$ cat src/rtl/vec_reg_file.sv
`default_nettype none
// ============================================================================
//  Module      : vec_reg_file
//  Description : Vector register file with one write port and two registered
//                read ports. A two-state clear engine zeroes every entry, one
//                entry per cycle, after reset or on a clr_req pulse. Writes are
//                ignored and the read outputs are forced to 0 while the engine
//                runs.
//                Optional feature: define REGFILE_BYPASS_EN for write-first
//                behaviour on a same-cycle read/write collision. When it is
//                undefined the collision is read-first.
//  Revision    : 1.0 - initial release
// ============================================================================
module vec_reg_file #(
  parameter int DWIDTH = 64,
  parameter int DEPTH  = 32,
  parameter int AWIDTH = $clog2(DEPTH)
) (
  input  logic              clk,
  input  logic              rst,
  input  logic              wr_en,
  input  logic [AWIDTH-1:0] wr_addr,
  input  logic [DWIDTH-1:0] wr_data,
  input  logic [AWIDTH-1:0] rd_addr0,
  input  logic [AWIDTH-1:0] rd_addr1,
  output logic [DWIDTH-1:0] rd_data0,
  output logic [DWIDTH-1:0] rd_data1,
  input  logic              clr_req,
  output logic              busy
);

  // Clear engine state encoding
  localparam logic [0:0] c_IDLE  = 1'b0;
  localparam logic [0:0] c_CLEAR = 1'b1;

  // Address bounds; one extra bit so DEPTH itself is representable
  localparam logic [AWIDTH:0]   c_DEPTH = (AWIDTH+1)'(DEPTH);
  localparam logic [AWIDTH-1:0] c_LAST  = AWIDTH'(DEPTH - 1);

  logic [DWIDTH-1:0] r_mem [DEPTH];
  logic [0:0]        r_state;
  logic [0:0]        w_state_nxt;
  logic [AWIDTH-1:0] r_cnt;

  logic              w_wr_in_range;
  logic              w_rd0_in_range;
  logic              w_rd1_in_range;
  logic              w_wr_ok;
  logic [DWIDTH-1:0] w_rd0;
  logic [DWIDTH-1:0] w_rd1;

  assign w_wr_in_range  = ({1'b0, wr_addr}  < c_DEPTH);
  assign w_rd0_in_range = ({1'b0, rd_addr0} < c_DEPTH);
  assign w_rd1_in_range = ({1'b0, rd_addr1} < c_DEPTH);

  // A user write lands only when idle, not in reset, and inside the array
  assign w_wr_ok = wr_en && !rst && (r_state == c_IDLE) && w_wr_in_range;

  // State register: reset forces (or restarts) the clear
  always_ff @(posedge clk) begin
    if (rst) begin
      r_state <= c_CLEAR;
    end else begin
      r_state <= w_state_nxt;
    end
  end

  // Next-state logic: clr_req only starts a clear from IDLE, never extends one
  always_comb begin
    w_state_nxt = r_state;
    case (r_state)
      c_IDLE: begin
        if (clr_req) begin
          w_state_nxt = c_CLEAR;
        end
      end
      c_CLEAR: begin
        if (r_cnt == c_LAST) begin
          w_state_nxt = c_IDLE;
        end
      end
      default: w_state_nxt = c_IDLE;
    endcase
  end

  // Output logic: busy comes straight from the state register
  always_comb begin
    busy = (r_state == c_CLEAR);
  end

  // Clear counter: held at 0 in reset, loaded at clear start, walks the array
  always_ff @(posedge clk) begin
    if (rst) begin
      r_cnt <= '0;
    end else if (r_state == c_IDLE) begin
      r_cnt <= '0;
    end else if (r_cnt == c_LAST) begin
      r_cnt <= '0;
    end else begin
      r_cnt <= r_cnt + 1'b1;
    end
  end

  // Storage: the clear engine has priority over (and blocks) user writes
  always_ff @(posedge clk) begin
    if (!rst && (r_state == c_CLEAR)) begin
      r_mem[r_cnt] <= '0;
    end else if (w_wr_ok) begin
      r_mem[wr_addr] <= wr_data;
    end
  end

  // Read mux: out-of-range addresses read 0; optional write-first forwarding
  always_comb begin
    w_rd0 = '0;
    w_rd1 = '0;
    if (w_rd0_in_range) begin
      w_rd0 = r_mem[rd_addr0];
    end
    if (w_rd1_in_range) begin
      w_rd1 = r_mem[rd_addr1];
    end
`ifdef REGFILE_BYPASS_EN
    if (w_wr_ok && (rd_addr0 == wr_addr)) begin
      w_rd0 = wr_data;
    end
    if (w_wr_ok && (rd_addr1 == wr_addr)) begin
      w_rd1 = wr_data;
    end
`endif
  end

  // Registered read outputs, forced to 0 in reset and while clearing
  always_ff @(posedge clk) begin
    if (rst || (r_state == c_CLEAR)) begin
      rd_data0 <= '0;
      rd_data1 <= '0;
    end else begin
      rd_data0 <= w_rd0;
      rd_data1 <= w_rd1;
    end
  end

endmodule
`default_nettype wire

$ cat config.mk
export PLATFORM = sky130hd
export DESIGN_NAME = vec_reg_file
export DESIGN_NICKNAME = d
export VERILOG_FILES = /design/src/rtl/vec_reg_file.sv
export SDC_FILE = /design/constraint.sdc
export NUM_CORES = 2
export LEC_CHECK = 0
export CAP_MARGIN = 20
export CORE_AREA = 8 8 580 582
export DETAILED_ROUTE_END_ITERATION = 7
export DIE_AREA = 0 0 588 590
export PLACE_DENSITY = 0.51
export SETUP_SLACK_MARGIN = 0.05
export SYNTH_ARGS = -nofsm -noshare
export SYNTH_HDL_FRONTEND = slang
export SYNTH_SLANG_ARGS = --single-unit
$ cat constraint.sdc
create_clock -name clk -period 5.9 [get_ports clk]
set_clock_uncertainty 0.05 [all_clocks]
set_input_delay 1.77 -clock clk [delete_from_list [all_inputs] [get_ports clk]]
set_output_delay 1.77 -clock clk [all_outputs]
set_load 0.03 [all_outputs]
==> results.txt <==
The quantity of gates resized following cts is 0. The relative area change from synthesis to final layout is 17.5%. Power spread over the standard cell area amounts to 297 mW/mm2. The via count of the first global-routing pass was 58600. In this run the cell area of the synthesized design comes to 0.0978 mm2. The I/O pin total is 212. After synthesis, the cell types taking the most area are edfxtp_1 (63%), mux4_2 (21%), mux2i_1 (3.0%). The per-instance average area after synthesis is 19.5 um2.

The global routing met2 resource utilization came out at 0.339. In this run the worst hold path is classified as reg2reg. The startpoint type of the worst setup path is a primary input.

The most used flip-flop cell after synthesis is edfxtp_1. The global-route layer with the greatest usage is met2. Setup violations remaining at the end of the flow were counted as 0.

The via density per instance is 5.75. Leaving out fill and tap cells, the most frequent cell in the layout is edfxtp_1. The fraction of final layout cells with drive strength greater than 1 came out at 0.304.

The floorplan step defined a die boundary enclosing 0.347 mm2. The largest area contributor in the netlist is edfxtp_1. The first-pass GRT wire length is 496000 um.

The peak supply drop is 0.222 mV. TritonCTS built the clock tree. The global routing usage on met1 came out at 0.271. The synthesis-stage register bit count came out at 2182. At the end of the flow, the number of nets in the layout was 5513. The all-layer global routing usage is 0.203. The filler cell count came out at 30500.

The met3 global-route usage came out at 0.0329. In the layout the commonest cells are edfxtp_1 (2048), mux4_2 (908), mux2i_1 (289), buf_4 (254), clkbuf_16 (244). Setup repair after global routing left no endpoint under its margin. The worst setup path is captured at a flip-flop.

The number of pins exceeding their max-slew limit in the final report is 0. The worst register-to-register path has a depth of 6. The share of the synthesized area in the top cell type came out at 0.629. The hold path endpoint is r_cnt[0]$_SDFF_PP0_. The number of antenna-violating nets in the routed design is 0. The root buffer cell chosen for the clock tree is clkbuf_16. The remaining global-route overflow came out at 0. The number of vias in the routed layout is 57400. The number of antenna violations at the first check in global routing is 18. The total power draw is 34.1 mW. The first routing iteration left 7685 violations.

The arrival time reported for the critical path endpoint came out at 5100 ps. The total of buffers placed on input and output ports is 211. The total clock buffers created by CTS came out at 241.

The clock slew seen by the registers of the worst setup and hold paths came out at 60 ps. Static timing analysis puts the maximum clock frequency at 219 MHz. The number of synthesis warnings is 0.

The aggregate routed wire length is 363000 um. The number of distinct standard cells referenced by the synthesized netlist is 62. The sequential cells in the finished layout cover a total of 0.0642 mm2. The worst setup path is of the in2reg kind. The number of hold violations in the final report is 0. The chip width is 588 um. The die height is 590 um.

The sink count of the clock tree came out at 2182. The sequential-to-total area share from yosys stat came out at 0.656. In this run the worst path has a maximum fanout of 19. The placer's final routability congestion estimate came out at 0.825. The least setup slack across all paths after layout came out at 1340 ps.

After floorplanning, the core was divided into 210 placement rows. The minimum period implied by the final worst setup slack came out at 4560 ps. The clock reaches the later pin of the worst-skew pair after 910 ps. The placeable core region is 0.326 mm2. The post-synthesis instance total is 5014. Along the worst hold path, the cell count comes to 1. The startpoint identified for the worst register-to-register timing path is busy$_SDFF_PP1_. The endpoint of the lowest-slack register-to-register path is r_mem[4][22]$_DFFE_PP_. The post-CTS repair timing setup buffer count is 0.

The first detailed-routing pass ran for 6 iterations. Once layout is complete, the utilization of the core stands at 0.352. The static power due to leakage is 33.9 nW.

The share of flip-flops with an asynchronous set or reset is 0. The startpoint identified for the worst hold timing path is r_cnt[0]$_SDFF_PP0_. The maximum level of the CTS H-tree came out at 4. The net count after synthesis came out at 5099. The half-perimeter wire length after placement came out at 225000 um. The post-placement worst setup slack is 462 ps. The routed length per placed instance came out at 36.3 um. In the routed design, unresolved DRC markers number 0. The register-to-register setup slack is 2460 ps. The run finished with clean final reports. The final clock period utilization by the worst path came out at 0.773.

The max-cap check violation count is 0. The pin count of the biggest net entering global routing came out at 88. The area taken by multi-input logic gates is 0.0316 mm2. The slew at the pin with the worst max-slew slack is 1240 ps. Yosys mapped a number of flops with a built-in enable equal to 2048.

For the worst setup path, the data required time is 6440 ps. The effective utilization at floorplan is 0.300. The quantity of hold-fixing buffers added after cts is 0. The worst slew margin relative to its limit came out at 0.173.

In this run the deepest clock path goes through 4 buffers.
-- cell usage after synthesis, types with 26 or more instances --
| cell | number |
|---|---|
| a211oi_1 | 45 |
| a21oi_1 | 123 |
| a221oi_1 | 26 |
| a22o_1 | 34 |
| a22oi_1 | 201 |
| and2_1 | 77 |
| buf_2 | 117 |
| buf_4 | 52 |
| buf_6 | 43 |
| clkbuf_1 | 129 |
| dfxtp_1 | 134 |
| edfxtp_1 | 2048 |
| mux2_2 | 33 |
| mux2i_1 | 289 |
| mux4_2 | 908 |
| nand2_1 | 172 |
| nor2_1 | 104 |
| nor2b_1 | 43 |
| o221ai_1 | 33 |
| o22ai_1 | 100 |
| or2_1 | 35 |
-- where the power goes --
group	internal [mW]	switching (mW)
sequential	16.8	0.0432
combinational	0.858	1.27
clock	8.71	6.44
-- critical path: stages --
cell	delay, ps
clkdlybuf4s50_1	460
buf_4	200
nor3b_4	430
mux2i_1	570
nor2b_1	290
nand2_1	300
nor2_4	720
buf_12	280
-- through the flow --
| step | std cells | setup TNS (ps) | area [um2] | hold WS [ps] |
|---|---|---|---|---|
| 6_report | 9993 | 0 | 115000 | 442 |
| 5_1_grt | 9984 | 0 | 115000 | 461 |
| 3_5_place_dp | 9526 | 0 | 107000 | 433 |
| 4_1_cts | 9978 | 0 | 115000 | 447 |
| 2_1_floorplan | 5014 | -141720 | 97800 | 391 |
| 3_3_place_gp | 9525 | 0 | 107000 | 428 |
-- registers in the layout (all words and copies together) (netlist names) --
signal	cells
r_cnt	5
rd_data1	64
r_mem	2048
rd_data0	64
busy	1
-- per-layer routing --
layer  routed length, um  part of all wire  up-vias
li1                    -                 -    22400
met1              146000              0.40    31400
met2              176000              0.48     3110
met3               28500             0.079      523
met4               12700             0.035        6
met5                  40           0.00011        -
-- logic make-up (layout without fill, tap and decap cells) --
| logic type | after synthesis | count (layout) | share of synthesized area |
|---|---|---|---|
| buffers and inverters | 382 | 1005 | 0.0240 |
| other | 0 | 10 | 0 |
| AO/OA/AOI/OAI | 669 | 669 | 0.0487 |
| XOR/XNOR | 2 | 2 | 0.000179 |
| AND/OR/NAND/NOR | 547 | 547 | 0.0279 |
| multiplexers | 1230 | 1230 | 0.243 |
| adder cells (fa/ha/maj) | 2 | 2 | 0.000256 |
| flip-flops | 2182 | 2182 | 0.656 |
-- area by class of cell --
type / instances / share of cell area
clock inverters: 114 / 0.0102
multi-input cells: 2450 / 0.275
inverters: 3 / 0.0000980
repair buffers: 550 / 0.0502
clock buffers: 338 / 0.0581
well taps: 4346 / 0.0473
diodes: 10 / 0.000218
flip-flops and latches: 2182 / 0.559
-- worst max-delay path by stage --
stage          from                endpoint  slack (ps)  depth (start not counted)
6_report        rst  r_mem[4][22]$_DFFE_PP_        1340                          8
2_1_floorplan   rst   r_mem[4][0]$_DFFE_PP_        -320                          6
5_1_grt         rst  r_mem[4][20]$_DFFE_PP_        1260                          8
3_5_place_dp    rst  r_mem[4][22]$_DFFE_PP_         460                          8
3_3_place_gp    rst   r_mem[4][7]$_DFFE_PP_         400                          8
4_1_cts         rst  r_mem[16][7]$_DFFE_PP_        1440                          7
Note: power is estimated with default switching activity, not from simulation.
